--- src/rtl/conv2_pkg.sv ---
// Shared constants and types for the conv2 kernel ROM fetch path.
package conv2_pkg;

   localparam int K_TAPS      = 25;
   localparam int NUM_FILTERS = 10;
   localparam int AW          = 8;
   localparam int DW          = 16;
   localparam int FIFO_W      = 2 * DW + 2;

   typedef enum logic [1:0] {
      IDLE  = 2'd0,
      FETCH = 2'd1,
      DRAIN = 2'd2
   } state_t;

   function automatic int npairs(input int k);
      return (k + 1) / 2;
   endfunction

   localparam int NPAIRS = npairs(K_TAPS);

endpackage

--- src/rtl/conv2_skid_fifo2.sv ---
// Two-entry synchronous FIFO used to absorb registered ROM data while the consumer stalls.
module conv2_skid_fifo2
   import conv2_pkg::*;
#(
   parameter int W = FIFO_W
) (
   input  logic         clock,
   input  logic         reset_n,
   input  logic         push,
   input  logic         pop,
   input  logic [W-1:0] din,
   output logic [W-1:0] dout,
   output logic [1:0]   count,
   output logic         empty
);

   logic [W-1:0] mem [2];
   logic         wr_ptr;
   logic         rd_ptr;
   logic         do_push;
   logic         do_pop;

   assign do_push = push && (count != 2'd2);
   assign do_pop  = pop && (count != 2'd0);
   assign dout    = mem[rd_ptr];
   assign empty   = (count == 2'd0);

   always_ff @(posedge clock or negedge reset_n) begin
      if (!reset_n) begin
         mem[0] <= '0;
         mem[1] <= '0;
         wr_ptr <= 1'b0;
         rd_ptr <= 1'b0;
         count  <= 2'd0;
      end else begin
         if (do_push) begin
            mem[wr_ptr] <= din;
            wr_ptr      <= !wr_ptr;
         end
         if (do_pop) begin
            rd_ptr <= !rd_ptr;
         end
         case ({do_push, do_pop})
            2'b10:   count <= count + 2'd1;
            2'b01:   count <= count - 2'd1;
            default: count <= count;
         endcase
      end
   end

endmodule

--- src/rtl/conv2_kernel_fetch_ctrl.sv ---
// Fetches one conv2 filter from the dual-port kernel ROM, two taps per cycle, and streams the pairs.
// Optional stall counter output enabled by defining CONV2_KFETCH_STALL_CNT_EN.
module conv2_kernel_fetch_ctrl
   import conv2_pkg::*;
(
   input  logic          clock,
   input  logic          reset_n,
   input  logic          start,
   input  logic [3:0]    filter_idx,
   output logic          busy,
   output logic          done,
   output logic [AW-1:0] rom_addr_a,
   output logic [AW-1:0] rom_addr_b,
   input  logic [DW-1:0] rom_q_a,
   input  logic [DW-1:0] rom_q_b,
   output logic          w_valid,
   input  logic          w_ready,
   output logic [DW-1:0] w_a,
   output logic [DW-1:0] w_b,
   output logic          w_b_valid,
   output logic          w_last
`ifdef CONV2_KFETCH_STALL_CNT_EN
   ,
   output logic [15:0]   stall_cycles
`endif
);

   localparam logic [3:0]    MAX_IDX    = 4'(NUM_FILTERS);
   localparam logic [AW-1:0] LAST_PAIR  = AW'(NPAIRS - 1);
   localparam logic [AW-1:0] PRE_LAST   = AW'(NPAIRS - 2);
   localparam logic [AW-1:0] FIRST_BOFS = AW'((K_TAPS == 1) ? 0 : 1);
   localparam bit            ODD_TAPS   = (K_TAPS % 2) == 1;

   // Handshake: a pair transfers on a cycle where w_valid && w_ready; once raised,
   // w_valid and the pair stay put until that transfer happens.
   state_t          state;
   state_t          state_next;
   logic            done_next;
   logic            issue;
   logic            start_ok;
   logic            issue_last;
   logic            credit_ok;
   logic [AW-1:0]   base;
   logic [AW-1:0]   pair_cnt;
   logic            q_valid;
   logic            q_last;
   logic            q_bvalid;
   logic [FIFO_W-1:0] q_word;
   logic [FIFO_W-1:0] fifo_dout;
   logic [FIFO_W-1:0] out_word;
   logic [1:0]      fifo_count;
   logic            fifo_empty;
   logic            fifo_push;
   logic            fifo_pop;

   assign start_ok   = start && (state == IDLE) && (filter_idx < MAX_IDX);
   assign base       = AW'(int'(filter_idx) * K_TAPS);
   assign issue_last = (pair_cnt == LAST_PAIR);
   // q_valid is the single pair in flight through the ROM register.
   assign credit_ok  = (fifo_count + {1'b0, q_valid}) < 2'd2;

   always_ff @(posedge clock or negedge reset_n) begin
      if (!reset_n) begin
         state <= IDLE;
         done  <= 1'b0;
      end else begin
         state <= state_next;
         done  <= done_next;
      end
   end

   always_comb begin
      state_next = state;
      done_next  = 1'b0;
      issue      = 1'b0;
      case (state)
         IDLE: begin
            if (start_ok) state_next = FETCH;
         end
         FETCH: begin
            if (credit_ok) begin
               issue = 1'b1;
               if (issue_last) state_next = DRAIN;
            end
         end
         DRAIN: begin
            if (w_valid && w_ready && w_last) begin
               state_next = IDLE;
               done_next  = 1'b1;
            end
         end
         default: state_next = IDLE;
      endcase
   end

   // Addresses hold the next pair to issue and never step past the final pair.
   always_ff @(posedge clock or negedge reset_n) begin
      if (!reset_n) begin
         pair_cnt   <= '0;
         rom_addr_a <= '0;
         rom_addr_b <= '0;
         q_valid    <= 1'b0;
         q_last     <= 1'b0;
         q_bvalid   <= 1'b0;
      end else begin
         q_valid <= issue;
         if (issue) begin
            q_last   <= issue_last;
            q_bvalid <= !(issue_last && ODD_TAPS);
         end
         if (start_ok) begin
            pair_cnt   <= '0;
            rom_addr_a <= base;
            rom_addr_b <= base + FIRST_BOFS;
         end else if (issue && !issue_last) begin
            pair_cnt   <= pair_cnt + AW'(1);
            rom_addr_a <= rom_addr_a + AW'(2);
            rom_addr_b <= (ODD_TAPS && (pair_cnt == PRE_LAST)) ? rom_addr_a + AW'(2)
                                                                : rom_addr_a + AW'(3);
         end
      end
   end

   assign q_word    = {q_last, q_bvalid, rom_q_a, q_bvalid ? rom_q_b : {DW{1'b0}}};
   // Fresh ROM data bypasses the FIFO when it is empty and the consumer is ready.
   assign fifo_push = q_valid && !(fifo_empty && w_ready);
   assign fifo_pop  = w_ready && !fifo_empty;

   conv2_skid_fifo2 #(.W(FIFO_W)) u_fifo (
      .clock   (clock),
      .reset_n (reset_n),
      .push    (fifo_push),
      .pop     (fifo_pop),
      .din     (q_word),
      .dout    (fifo_dout),
      .count   (fifo_count),
      .empty   (fifo_empty)
   );

   assign out_word  = fifo_empty ? q_word : fifo_dout;
   assign w_valid   = q_valid || !fifo_empty;
   assign w_last    = w_valid && out_word[2*DW+1];
   assign w_b_valid = w_valid && out_word[2*DW];
   assign w_a       = out_word[2*DW-1:DW];
   assign w_b       = out_word[DW-1:0];
   assign busy      = (state != IDLE);

`ifdef CONV2_KFETCH_STALL_CNT_EN
   always_ff @(posedge clock or negedge reset_n) begin
      if (!reset_n) begin
         stall_cycles <= 16'd0;
      end else if (start_ok) begin
         stall_cycles <= 16'd0;
      end else if (busy && w_valid && !w_ready && (stall_cycles != 16'hFFFF)) begin
         stall_cycles <= stall_cycles + 16'd1;
      end
   end
`endif

endmodule

--- config.mk ---
export PLATFORM = sky130hd
export DESIGN_NAME = conv2_kernel_fetch_ctrl
export DESIGN_NICKNAME = d
export VERILOG_FILES = /design/src/rtl/conv2_pkg.sv /design/src/rtl/conv2_skid_fifo2.sv /design/src/rtl/conv2_kernel_fetch_ctrl.sv
export SDC_FILE = /design/constraint.sdc
export NUM_CORES = 1
export LEC_CHECK = 0
export ABC_AREA = 1
export BUFFER_PORTS_ARGS = -buffer_cell sky130_fd_sc_hd__buf_2
export CAP_MARGIN = 20
export CORE_UTILIZATION = 50
export DETAILED_ROUTE_END_ITERATION = 8
export PLACE_DENSITY = 0.74
export SYNTH_ARGS = -nofsm -noshare
export SYNTH_HDL_FRONTEND = slang
export SYNTH_HIERARCHICAL = 1
export SYNTH_SLANG_ARGS = --single-unit
--- constraint.sdc ---
create_clock -name clock -period 2.21 [get_ports clock]
set_input_delay 0.1105 -clock clock [delete_from_list [all_inputs] [get_ports clock]]
set_output_delay 0.1105 -clock clock [all_outputs]
set_load 0.01 [all_outputs]
=== Word-level counts from Yosys, hierarchy flattened ===
Cells that the tools add are included.

* Word-level logic and storage cells: 90
* Flip-flop bits (word level): 102
* Output and inout bits: 53

* Mux-type cells: 25
* $mul: 1
* $lt $le $gt $ge: 5
* Reduce and logical (&&, ||, !) cells: 26
* Bitwise logic cells: 2
* Equal/unequal tests: 11
* Add/subtract/negate cells: 7

{| class="wikitable"
|+ Operator list
! kind !! count
|-
| two-way mux 34 bit || 5
|-
| bitwise mux 68 bit || 1
|-
| two-way mux 8 bit || 7
|-
| demux 34 bit (select 1 bit) || 1
|-
| adder 8 x 1 -> 8 bit (second input constant) || 2
|-
| adder 8 x 2 -> 8 bit (second input constant) || 2
|-
| == test 8 x 4 -> 1 bit (second input constant) || 2
|-
| two-way mux 16 bit || 1
|-
| logical AND 1 bit || 13
|-
| != test 2 bit (second input constant) || 5
|-
| multiplier 4 x 5 -> 8 bit (second input constant) || 1
|-
| two-way mux 2 bit || 4
|-
| nonzero test 2 bit || 4
|-
| case mux 2 bit (3 select lines) || 1
|-
| logical NOT 1 bit || 5
|-
| == test 2 x 1 -> 1 bit (second input constant) || 2
|-
| == test 2 bit (second input constant) || 2
|-
| greater-or-equal comparator 2 bit (second input constant) || 2
|-
| logical NOT 2 bit || 2
|-
| less-than comparator 4 bit (second input constant) || 1
|-
| two-way mux 1 bit || 4
|-
| inverter 1 -> 2 bit || 2
|-
| case mux 2 bit (2 select lines) || 1
|-
| AND reduction 4 bit || 1
|-
| 6 further kinds || 6
|}

=== Depth between registers and ports, before layout ===
Gate-level depths: netlist (run 1).

* Depth after elaboration: 9
* Depth in mapped cells: 14

=== Cells and area by module ===
Netlist (run 1), hierarchy kept.

{| class="wikitable"
|+ Modules (own cells, without submodules)
! module !! seq. area each (µm²) !! times used !! area each (µm²) !! cells each
|-
| conv2_skid_fifo2 || 1801.7 || 1 || 3492.1 || 440
|-
| conv2_kernel_fetch_ctrl || 750.7 || 1 || 2819.0 || 439
|}

=== Least setup slack after synthesis (run 1) ===
No wires, ideal clock.

* Path type: flip-flop to flip-flop
* From: register u_fifo.count[0]
* To: register u_fifo.count[1]
* Setup slack: 0.094 ns
* Data required time: 2.093 ns
* Arrival time: 1.999 ns
* Cell stages (with the launch flop): 14
* Buffers on the path: 3
* Cell sequence: dfrtp_1 -> inv_2 -> nand2_1 -> inv_1 -> clkbuf_1 -> a21oi_1 -> buf_4 -> buf_4 -> nand2_1 -> ha_1 -> inv_1 -> nand3_1 -> nand2_1 -> nand2_1

* Word-level cells in the longest chain between the ends: 7
* Elaborated cells on any way between the ends: 16

{| class="wikitable"
|+ RTL lines
! item !! RTL line !! source
|-
| from (decl) || conv2_skid_fifo2.sv:13 || <nowiki>output logic [1:0] count,</nowiki>
|-
| from (signal assigned) || conv2_skid_fifo2.sv:44 || <nowiki>2'b10: count <= count + 2'd1;</nowiki>
|-
| from (signal assigned) || conv2_skid_fifo2.sv:45 || <nowiki>2'b01: count <= count - 2'd1;</nowiki>
|-
| from (signal assigned) || conv2_skid_fifo2.sv:46 || <nowiki>default: count <= count;</nowiki>
|-
| logical NOT 2 bit * || conv2_skid_fifo2.sv:26 || <nowiki>assign empty = (count == 2'd0);</nowiki>
|-
| named net fifo_empty || conv2_kernel_fetch_ctrl.sv:52 || <nowiki>logic fifo_empty;</nowiki>
|-
| logical AND 1 bit * || conv2_kernel_fetch_ctrl.sv:126 || <nowiki>assign fifo_push = q_valid && !(fifo_empty && w_ready);</nowiki>
|-
| logical NOT 1 bit * || conv2_kernel_fetch_ctrl.sv:126 ||
|-
| logical AND 1 bit * || conv2_kernel_fetch_ctrl.sv:126 ||
|-
| named net fifo_push || conv2_kernel_fetch_ctrl.sv:53 || <nowiki>logic fifo_push;</nowiki>
|-
| logical AND 1 bit * || conv2_skid_fifo2.sv:23 || <nowiki>assign do_push = push && (count != 2'd2);</nowiki>
|-
| == test 2 x 1 -> 1 bit or == test 2 bit (tied branches) || conv2_skid_fifo2.sv:43 || <nowiki>case ({do_push, do_pop})</nowiki>
|-
| case mux 2 bit (2 select lines) or nonzero test 2 bit (tied branches) || -- ||
|}

Mark *: on every way through the listed nets, which the timed path passes. The rest lies on a longest branch.
A chain may end at the register's enable or synchronous reset.

=== Worst setup path in the final report (run 1) ===
* From: register u_fifo.count[0]
* To: output w_b[2]

* Word-level cells in the longest chain between the ends: 2

{| class="wikitable"
|+ RTL lines
! item !! RTL line !! source
|-
| logical NOT 2 bit || conv2_skid_fifo2.sv:26 ||
|-
| named net fifo_empty || conv2_kernel_fetch_ctrl.sv:52 ||
|-
| two-way mux 34 bit || conv2_kernel_fetch_ctrl.sv:140 || <nowiki>assign out_word = fifo_empty ? q_word : fifo_dout;</nowiki>
|-
| to (decl) || conv2_kernel_fetch_ctrl.sv:19 || <nowiki>output logic [DW-1:0] w_b,</nowiki>
|}

The timed path passes the listed nets, and every way through them passes these cells.

==> reports/results.txt, run 1 <==
Subtracting the final worst setup slack from the clock period gives 2070 ps. In this run, synthesis inferred 0 flip-flops with an integrated enable. Entering global routing, the biggest net connects 46 pins. Traced cell by cell, the critical path runs through inv_2 > nand2_1 > inv_2 > clkinvlp_4 > buf_4 > nand2_1 > o21ai_0 > buf_2.

The tool flagged a number of max-cap violations equal to 0. Xor and xnor area share after synthesis: 1.53%. In this run the core area contains 40 standard-cell rows. The tightest min-delay check is of the input port to flip-flop type.

The data arrival time of the critical path came out at 1950 ps. Input and output buffers added on the ports amount to 92. Of all nets on the critical path, the largest fanout is 13. When the netlist entered floorplanning its net count stood at 934. The power density relative to cell area works out to 1530 nW/um2. Counting every instance in the synthesized netlist gives 879. The repair_antennas step left the layout with diodes totalling 0. The worst pin sits at a relative slew slack of 69.6%. The first routing iteration left 370 violations. The run gives 5226 as the via count of the first global-routing pass. The slowest stage of the critical path belongs to the cell dfrtp_1.

In this run the static leakage power is 4.03 nW. Dividing the detail-routed wire length by the instance count gives 13.2 um. Once detail routing completed, the nets flagged for antenna violations numbered 0. The Yosys step of the flow raised 6 warnings. No sink is reached through more buffers than the 2 on the longest clock path. TritonCTS built the clock tree. At the pin with the least slew margin, the transition time is 456 ps. Once placement completed, the tool counted placed cells totaling 1106. The run gives 250 ps as the worst setup slack for register-to-register paths.

The run finished with clean final reports. The remaining global-route overflow was 0; the setup skew after layout was 8.72 ps. The layout-stage area growth over the synthesis result was 13.2%.

Number of endpoints with negative hold slack in the final report: 0. The clock tree root driver cell is clkbuf_16. The H-tree was split into 3 levels. The via total after detailed routing was 5777.

By startpoint and endpoint, the worst setup path is classified as flip-flop to output port. The area share of and/or/nand/nor cells after synthesis came out at 41.1%. After detailed routing, the total wire length is 14.9 mm.

The logs give 93 for the number of placed I/O pins and 10.3 mm for the detailed-placement wirelength estimate. The tools report the final RePlAce weighted congestion as 0.838. Setup repair after global routing left no endpoint under its margin.

The area of combinational cells with multiple inputs came out at 3190 um2. The flip-flop and latch count after synthesis works out to 102. Compound-cell area share of the yosys netlist: 4.74%. Multiplexer cells account for 0% of the synthesized area.

Setup violations remaining at the end of the flow were counted as 0. The logs give 25.4 mm for the first-pass GRT wire length and 0 ps for the final total negative setup slack. For this design, the sink count on the clock tree is 102. Average size of a mapped cell: 7.18 um2. Most instantiated flip-flop cell in the synthesis netlist: dfrtp_1.

The layout cell share with drive strength beyond 1 was 17.5%. In this run, CTS created clock tree buffers numbering 9. The count of non-filler cells in the finished layout is 1124, and the number of optimization iterations in the first detailed-route pass is 5. The core outline area was 12200 um2; the storage element area was 2550 um2. STA classifies the critical path startpoint as a flip-flop. Once the floorplan was initialized, standard cells occupied 51.9% of the core. The run gives 0 as the number of antenna violations at the first check in global routing.

For the worst setup path, the data required time is 2100 ps. The share of the clock period used by the worst path was 93.5%. After detailed routing, the number of vias per cell comes to 5.14. The delay contributed by the slowest stage of the critical path is 440 ps, and the distinct cell type count after synthesis is 40. Total global routing track utilization: 24.5%. Summing the sequential cell areas from Yosys gives 40.4% of the chip area. For the post-layout net count, the log shows 1006.

The die covers 13100 um2. The clock input transition at the sequential cells of the worst setup and hold paths was 70 ps; the clock latency reported for the late side of the worst-skew pair was 350 ps. For this run, asynchronously set or reset flops after synthesis account for 100%. Summing the areas of all fa, ha and maj instances in the mapped netlist gives 3.09% of the synthesized area.

In the routed design, unresolved DRC markers number 0. The chip height is 114 um. The count of final max-slew check failures is 0. The worst setup path is captured at an output port. For the maximum vdd ir drop, the log shows 688 uV. The main combinational cell family by area after synthesis was simple AND/OR/NAND/NOR gates. For the maximum operating frequency, the log shows 0.484 GHz. The total of fill cells in the finished design is 1174.

The area of the mapped netlist is 6310 um2, and the width of the die is 114 um.
==> layer usage <==
| layer | up-vias | share of wire [%] | GRT usage (%) |
|---|---|---|---|
| met1 | 2664 | 46 | 33.6 |
| met3 | 18 | 4.1 | 2.91 |
| met4 | 0 | 1.6 | 9.09 |
| met5 | - | 0 | 0 |
| li1 | 2957 | - | - |
| met2 | 138 | 48 | 40.0 |
==> synth_stat cells, types with 2 or more instances <==
| cell | n | share of area [%] |
|---|---|---|
| nand2_8 | 2 | 0.63 |
| nand2_2 | 7 | 0.69 |
| a21oi_2 | 2 | 0.28 |
| nand2_1 | 421 | 25 |
| buf_4 | 10 | 1.2 |
| ha_1 | 14 | 2.8 |
| o21ai_0 | 21 | 1.7 |
| nand3_4 | 3 | 0.83 |
| nor3_1 | 2 | 0.16 |
| inv_4 | 2 | 0.20 |
| o211ai_2 | 5 | 0.99 |
| nand3_2 | 2 | 0.32 |
| nor2_2 | 2 | 0.20 |
| dfrtp_1 | 102 | 40 |
| o21ai_2 | 3 | 0.42 |
| a21oi_1 | 12 | 0.95 |
| buf_2 | 18 | 1.4 |
| inv_2 | 2 | 0.12 |
| or2_2 | 2 | 0.20 |
| inv_1 | 62 | 3.7 |
| nand4_1 | 69 | 6.8 |
| nor2_1 | 29 | 1.7 |
| xnor2_1 | 3 | 0.42 |
| clkbuf_1 | 15 | 0.89 |
| nand3_1 | 41 | 3.3 |
| buf_6 | 5 | 0.89 |
| nor2_4 | 3 | 0.54 |
| xor2_1 | 8 | 1.1 |
==> final cells by class <==
| type | count | area share, % |
|---|---|---|
| inverter | 68 | 3.77 |
| multi-input combinational | 658 | 44.7 |
| tap | 168 | 2.94 |
| clock buffer | 11 | 3.40 |
| clock inverter | 5 | 0.456 |
| timing repair buffer | 112 | 8.97 |
| sequential | 102 | 35.7 |
==> power by group <==
group | switching (mW) | total [mW] | internal (mW)
registers | 0.581 | 3.27 | 2.69
clock network | 0.695 | 1.49 | 0.798
logic | 4.03 | 6.16 | 2.12
total | 5.31 | 10.9 | 5.61
==> path summary, 6_finish.rpt <==
path / endpoint / depth (start not counted) / start
worst max-delay path: w_b[2] / 8 / u_fifo/count[0]
worst min-delay path: u_fifo/mem[60] / 3 / rom_q_a[10]
worst max register to register: u_fifo/mem[23] / 8 / u_fifo/count[0]
worst min register to register: u_fifo/mem[2] / 2 / u_fifo/mem[2]
max in group asynchronous: q_last / 3 / reset_n
min in group asynchronous: u_fifo/mem[20] / 2 / reset_n
==> sequential cells by signal, indices dropped and copies added, names as in the netlist <==
name           count
done               1
pair_cnt           8
q_bvalid           1
q_last             1
q_valid            1
rom_addr_a         8
rom_addr_b         8
state              2
u_fifo/count       2
u_fifo/mem        68
u_fifo/rd_ptr      1
u_fifo/wr_ptr      1
==> worst max-delay path, delay by kind of cell, from the launching register on <==
kind	cells	cell delay, ps
AND/OR/NAND/NOR	2	160
buffers and inverters	5	860
AO/OA/AOI/OAI	1	140
flip-flops	1	440
==> stage by stage <==
| step | hold slack (ps) | total power [mW] | setup slack [ps] | utilization [%] | cell area, um2 |
|---|---|---|---|---|---|
| after floorplan | -185 | 7.85 | 93.8 | - | 6310 |
| after global placement | 91.2 | 9.34 | 252 | 56.3 | 6850 |
| after detailed placement | 86.7 | 9.44 | 213 | 56.3 | 6850 |
| after CTS | 38.6 | 11.0 | 30.6 | 58.7 | 7140 |
| after global routing | 52.3 | 12.0 | 39.3 | 58.7 | 7140 |
| final | 47.6 | 10.9 | 145 | 58.7 | 7140 |
==> timing repair <==
item                       in CTS  in global routing
hold endpoints to repair       30                  0
hold buffers                    1                  0
pin swaps                       0                  0
gates resized for setup         1                  1
buffers inserted                1                  0
setup endpoints to repair       1                 11
==> cell usage in the layout, fill, tap and decap left out, drive strengths merged, types with 11 or more instances in the layout <==
master / n
a21oi: 14
buf: 111
clkbuf: 11
dfrtp: 102
ha: 14
inv: 68
nand2: 430
nand3: 46
nand4: 70
nor2: 35
o21ai: 25
==> cell families (layout without fill, tap and decap cells) <==
group	Yosys count	in the layout
AND/OR/NAND/NOR	585	585
buffers and inverters	119	196
flip-flops	102	102
AO/OA/AOI/OAI	47	47
adder cells (fa/ha/maj)	15	15
XOR/XNOR	11	11
Note: power is estimated with default switching activity, not from simulation.
==> run 2: changes to the inputs <==
Settings changed: CORE_UTILIZATION 50 to 49, PLACE_DENSITY 0.74 to 0.73.
==> reports/results.txt, run 2 (synthesis gave the netlist of run 1 again) <==
The tools report the startpoint of the worst register-to-register path as u_fifo/count[0] (unchanged). The minimum clock period after layout works out to 2060 ps (was 2070 ps). The logs give 761 uV (was 688 uV) for the maximum vdd ir drop and 0.834 (was 0.838) for the final RePlAce weighted congestion. The tools report the first-pass GRT wire length as 25.3 mm (was 25.4 mm). The worst hold path class is input port to flip-flop (unchanged). The tools report the core outline area as 12600 um2 (was 12200 um2). The type of the setup path with the least slack is flip-flop to output port (unchanged). Setup skew after layout: 5.49 ps (was 8.72 ps). Setup repair after global routing left no endpoint under its margin.

The internal power is 5.90 mW (was 5.61 mW), and the detailed-route vias per instance is 5.13 (was 5.14). The critical path endpoint category was an output port (unchanged). The worst hold path startpoint is rom_q_a[2] (was rom_q_a[10]). The net switching fraction of the power was 47.4% (was 48.6%); the power density relative to cell area was 1560 nW/um2 (was 1530 nW/um2).

Routed length per instance: 13.4 um (was 13.2 um). The startpoint of the most critical setup path is u_fifo/count[0] (unchanged). The width of the die works out to 115 um (was 114 um). Starting density of the core: 50.2% (was 51.9%).

The logs give 9 (unchanged) for the clock buffer count from CTS and 102 (unchanged) for the total clock sinks. The tools report the clock tree root driver cell as clkbuf_16 (unchanged). For the final total negative setup slack, the log shows 0 ps (unchanged). Area of the die: 13300 um2 (was 13100 um2).

The logs give 0 (unchanged) for the count of final max-slew check failures and 16.0% (was 13.7%) for the clock network fraction of total power. For the reported leakage power, the log shows 4.06 nW (was 4.03 nW). Register with the highest flop count: u_fifo/mem (unchanged). The post-layout net count is 1007 (was 1006). The via total after detailed routing was 5790 (was 5777); the count of non-filler cells in the finished layout was 1129 (was 1124).

TritonCTS built the clock tree. The tools report the kind of start point of the critical path as a flip-flop (unchanged). Clock input transition at the sequential cells of the worst setup and hold paths: 70 ps (about the same).

Remaining global-route overflow: 0 (unchanged). The layout-stage area growth over the synthesis result was 14.3% (was 13.2%). The maximum net fanout on the critical path works out to 16 (was 13). The number of rows in the core area is 41 (was 40).

The number of DRC markers in iteration 0 was 378 (was 370); the detailed-placement wirelength estimate was 10.2 mm (was 10.3 mm). The share of the clock period used by the worst path works out to 93.1% (was 93.5%). The logs give 60.9% (was 69.6%) for the relative slew slack and 54.6% (was 56.4%) for the logic gate share of total power. The run gives 5.32 mW (was 5.31 mW) as the switching power summed over all nets. The required time at the worst-slack endpoint came out at 2100 ps (about the same). The flow ran to the end, and the final reports show no timing, DRC or antenna violations. The number of flip-flops in the largest register is 68 (unchanged). Number of optimization iterations in the first detailed-route pass: 6 (was 5).

The via count of the first global-routing pass is 5323 (was 5226), and the count of port buffers added during placement is 92 (unchanged). The number of antenna violations at the first check in global routing was 0 (unchanged); the count of inserted antenna diode cells was 0 (unchanged). The buffer count from post-CTS setup fixing is 0 (was 1), and the buffer depth of the longest clock path is 2 (unchanged). Most common cell after layout, fill and taps aside: nand2_1 (unchanged). The number of buffers inserted for hold repair after clock tree synthesis is 1 (unchanged), and the maximum operating frequency is 0.486 GHz (was 0.484 GHz).

Highest-count cells in the layout ignoring fill and taps: nand2_1, dfrtp_1, buf_2 (unchanged). Number of failing setup endpoints in the final timing report: 0 (unchanged). The logs give 55 (was 46) for the maximum number of pins on one net before global-route repair and 1950 ps (about the same) for the data arrival time of the critical path. The tools report the quantity of gates resized following cts as 0 (was 1). The number of H-tree branching levels was 3 (unchanged). The post-placement cell count was 1112 (was 1106); the DRC violation count after routing was 0 (unchanged). The number of endpoints with negative hold slack in the final report was 0 (unchanged). The slew at the pin closest to its max-slew limit works out to 586 ps (was 456 ps).

The total of max-cap violations is 0 (unchanged), and the layout cell share with drive strength beyond 1 is 17.3% (was 17.5%). For the remaining antenna violation count after routing, the log shows 0 (unchanged). Routed wire length: 15.2 mm (was 14.9 mm). The run gives 350 ps (about the same) as the clock latency reported for the late side of the worst-skew pair.

The logs give 93 (unchanged) for the number of placed I/O pins and 24.2% (was 24.5%) for the total global routing track utilization. The sequential cell fraction of total power is 29.4% (was 30.0%). The chip height was 115 um (was 114 um).
[run 2: critical path: stages, from the launching register on]
cell	delay, ps
dfrtp_1	450
inv_2	140
nand2_1	100
inv_1	170
inv_1	120
buf_4	200
o21ai_0	240
buf_2	180
[run 2: path summary, 6_finish.rpt]
check | slack [ps] | depth (start not counted) | end
hold / removal | 40 | 3 | u_fifo/mem[18]
hold reg to reg | 470 | 2 | u_fifo/mem[9]
setup / recovery | 150 | 7 | w_b[11]
setup reg to reg | 270 | 7 | u_fifo/mem[45]
max in group asynchronous | 1310 | 3 | rom_addr_a[1]
min in group asynchronous | 300 | 2 | u_fifo/mem[56]
[run 2: area by class of cell]
cell class | instances | area [um2]
clock inverter | 6 | 110
timing repair buffer | 113 | 648
inverter | 68 | 265
tap | 172 | 215
multi-input combinational | 658 | 3190
fill | 1233 | 5350
clock buffer | 10 | 229
sequential | 102 | 2550
[run 2: power by group through the flow]
stage / Clock, mW / Combinational, mW / Sequential [mW]
after floorplan: 0 / 4.65 / 3.20
after global placement: 0 / 6.05 / 3.30
after detailed placement: 0 / 6.15 / 3.32
after CTS: 1.82 / 6.17 / 3.30
after global routing: 1.92 / 6.91 / 3.42
final: 1.80 / 6.13 / 3.31
[run 2: through the flow]
step	hold slack (ps)	area, um2	worst slack (ps)	utilization [%]	power [mW]
after detailed placement	130	6870	231	54.6	9.48
after global placement	132	6870	250	54.6	9.35
after CTS	36.6	7210	124	57.4	11.3
after global routing	45.0	7210	0.187	57.4	12.3
after floorplan	-185	6310	93.8	-	7.85
final	42.6	7210	153	57.4	11.2
[run 2: layer usage]
metal	vias to the layer above	GRT usage [%]	share of wire, %	routed length [um]
met5	-	0	0	0
met4	0	8.05	1.7	256
met3	20	3.40	4.9	750
met2	159	41.6	48	7310
met1	2666	31.4	45	6860
li1	2945	-	-	-
==> run 3: changes to the inputs <==
Settings changed: CAP_MARGIN 20 to default, PLACE_DENSITY 0.73 to 0.7.
Clock period 2.21 ns to 2.3 ns, I/O delays scaled along.
==> reports/results.txt, run 3 (synthesis gave the netlist of run 1 again) <==
TritonCTS built the clock tree. The run gives 0 (unchanged) as the number of endpoints with negative hold slack in the final report. The number of H-tree branching levels came out at 3 (unchanged).

The maximum net fanout on the critical path came out at 48 (was 16). The total clock sinks is 102 (unchanged). The final worst setup slack came out at 153 ps (about the same). After layout, the worst path uses 93.4% of the clock period. The run gives 0 (unchanged) as the count of final max-slew check failures. The maximum number of pins on one net before global-route repair was 49 (was 55); the detailed-route vias per instance was 5.10 (was 5.13). For the DRC violation count after routing, the log shows 0 (unchanged). The post-route core utilization was 57.1% (was 57.4%); the reported leakage power was 4.04 nW (was 4.06 nW). Chip height: 115 um (unchanged). The clock input transition at the sequential cells of the worst setup and hold paths was 70 ps (about the same); the maximum operating frequency was 0.466 GHz. The detailed-placement wirelength estimate is 9.91 mm (was 10.2 mm).

The final total power was 10.7 mW (was 11.2 mW); the number of optimization iterations in the first detailed-route pass was 5 (was 6). The post-layout net count came out at 1004 (was 1007). The worst hold path startpoint was rom_q_a[3] (was rom_q_a[2]).

Highest-count cells in the layout ignoring fill and taps: nand2_1, dfrtp_1, buf_2 (unchanged). The tools report the count of inserted antenna diode cells as 0 (unchanged). The required time at the worst-slack endpoint was 2180 ps (was 2100 ps). The startpoint of the worst register-to-register path was u_fifo/count[1] (was u_fifo/count[0]). For the buffer count from post-CTS setup fixing, the log shows 0 (unchanged). The count of port buffers added during placement is 92 (unchanged). The tools report the startpoint of the most critical setup path as u_fifo/count[0] (unchanged). The layout-stage area growth over the synthesis result is 13.7% (was 14.3%), and the total of max-cap violations is 0 (unchanged).

The slew at the pin closest to its max-slew limit was 641 ps (was 586 ps). The logs give 41 (unchanged) for the number of rows in the core area and 25.0 mm (was 25.3 mm) for the first-pass GRT wire length. The number of DRC markers in iteration 0 is 401 (was 378).

The setup skew after layout is 7.22 ps (was 5.49 ps). The logs give 57.2% (was 60.9%) for the relative slew slack and 2 (unchanged) for the buffer depth of the longest clock path. The end point of the worst hold path was u_fifo/mem[53] (was u_fifo/mem[18]). The via count of the first global-routing pass was 5103 (was 5323). The critical path endpoint category was an output port (unchanged). The width of the die is 115 um (unchanged), and the final RePlAce weighted congestion is 0.862 (was 0.834). The tools report the number of failing setup endpoints in the final timing report as 0 (unchanged).

The layout cell share with drive strength beyond 1 was 17.1% (was 17.3%). The maximum vdd ir drop is 719 uV (was 761 uV). The worst hold path class was input port to flip-flop (unchanged). The clock buffer count from CTS was 9 (unchanged).

The final total negative setup slack was 0 ps (unchanged); the number of flip-flops in the largest register was 68 (unchanged). Minimum clock period after layout: 2150 ps. The tools report the via total after detailed routing as 5741 (was 5790). The starting density of the core was 50.2% (unchanged); the number of cells on the worst hold path was 3 (unchanged). The tools report the remaining global-route overflow as 0 (unchanged).

The most common cell after layout, fill and taps aside was nand2_1 (unchanged). The kind of start point of the critical path is a flip-flop (unchanged). For the clock latency reported for the late side of the worst-skew pair, the log shows 350 ps (about the same). The capturing point of the worst reg2reg path was u_fifo/mem[52] (was u_fifo/mem[45]). The depth of the most critical reg-to-reg path works out to 7 (unchanged). The power density relative to cell area was 1490 nW/um2 (was 1560 nW/um2). The flow ran to the end, and the final reports show no timing, DRC or antenna violations.

The routed wire length came out at 15.3 mm (was 15.2 mm). The routed length per instance came out at 13.6 um (was 13.4 um). The number of placed I/O pins came out at 93 (unchanged). The clock tree root driver cell was clkbuf_16 (unchanged). The remaining antenna violation count after routing is 0 (unchanged).

For the area of the die, the log shows 13300 um2 (unchanged). The logs give 7180 um2 (was 7210 um2) for the post-layout instance area and 12600 um2 (unchanged) for the core outline area. The total global routing track utilization was 24.1% (was 24.2%). The run gives 390 ps (was 270 ps) as the worst setup slack for register-to-register paths. Setup repair after global routing left no endpoint under its margin.

The tools report the number of antenna violations at the first check in global routing as 0 (unchanged). The instance area after placement came out at 6840 um2 (was 6870 um2). The type of the setup path with the least slack was flip-flop to output port (unchanged). Setup slack after placement: 251 ps (was 231 ps). Register with the highest flop count: u_fifo/mem (unchanged). For the data arrival time of the critical path, the log shows 2030 ps (was 1950 ps).
-- run 3: cell count changes in the layout (fill, tap and decap cells not counted), sizes merged --
| cell | change |
|---|---|
| buf | -3 |
| bufinv | -1 |
| clkbuf | +2 |
| clkinv | -1 |
| clkinvlp | -1 |
-- run 3: final cells by class --
cell class	instances	area, um2
multi-input combinational	658	3190
fill	1208	5390
sequential	102	2550
clock inverter	3	67.6
clock buffer	12	256
inverter	68	265
timing repair buffer	110	626
tap	172	215
-- run 3: timing repair --
action | in CTS | in global routing
gates cloned | 0 | 0
hold buffers | 1 | 0
hold endpoints to repair | 45 | 0
gates resized for setup | 1 | 1
endpoints found under the setup margin | 1 | 1
-- run 3: worst max-delay path by stage --
stage / end / slack, ps / cells past startpoint
floorplan: u_fifo/count[1] / 180 / 13
global placement: rom_addr_b[7] / 330 / 13
detailed placement: rom_addr_b[6] / 250 / 9
CTS: w_b[14] / 80 / 8
global route: w_b[15] / 7 / 8
finish: w_b[15] / 150 / 8
-- run 3: layer usage --
| metal | part of all wire, % | GRT usage, % | wire (um) |
|---|---|---|---|
| met5 | 0 | 0 | 0 |
| met4 | 1.6 | 8.57 | 250 |
| met3 | 4.2 | 3.35 | 639 |
| met2 | 48 | 41.4 | 7390 |
| met1 | 46 | 31.1 | 7030 |
-- run 3: worst max-delay path, cell delays in order, from the launching register on --
cell     delay (ps)
dfrtp_1         450
inv_2           140
nand2_1         100
inv_2           150
buf_4           190
inv_1            80
buf_12          190
o21ai_0         210
buf_2           170
-- run 3: power by group --
group / switching, mW / internal, mW / total [mW]
Sequential: 0.591 / 2.59 / 3.18
Combinational: 3.86 / 1.99 / 5.86
Clock: 0.642 / 1.01 / 1.65
-- run 3: stage by stage --
stage                     std cells  hold slack (ps)
after global placement         1109              177
after detailed placement       1109              176
after global routing           1125             43.1
final                          1125             40.1
after floorplan                 879             -181
after CTS                      1125             35.4
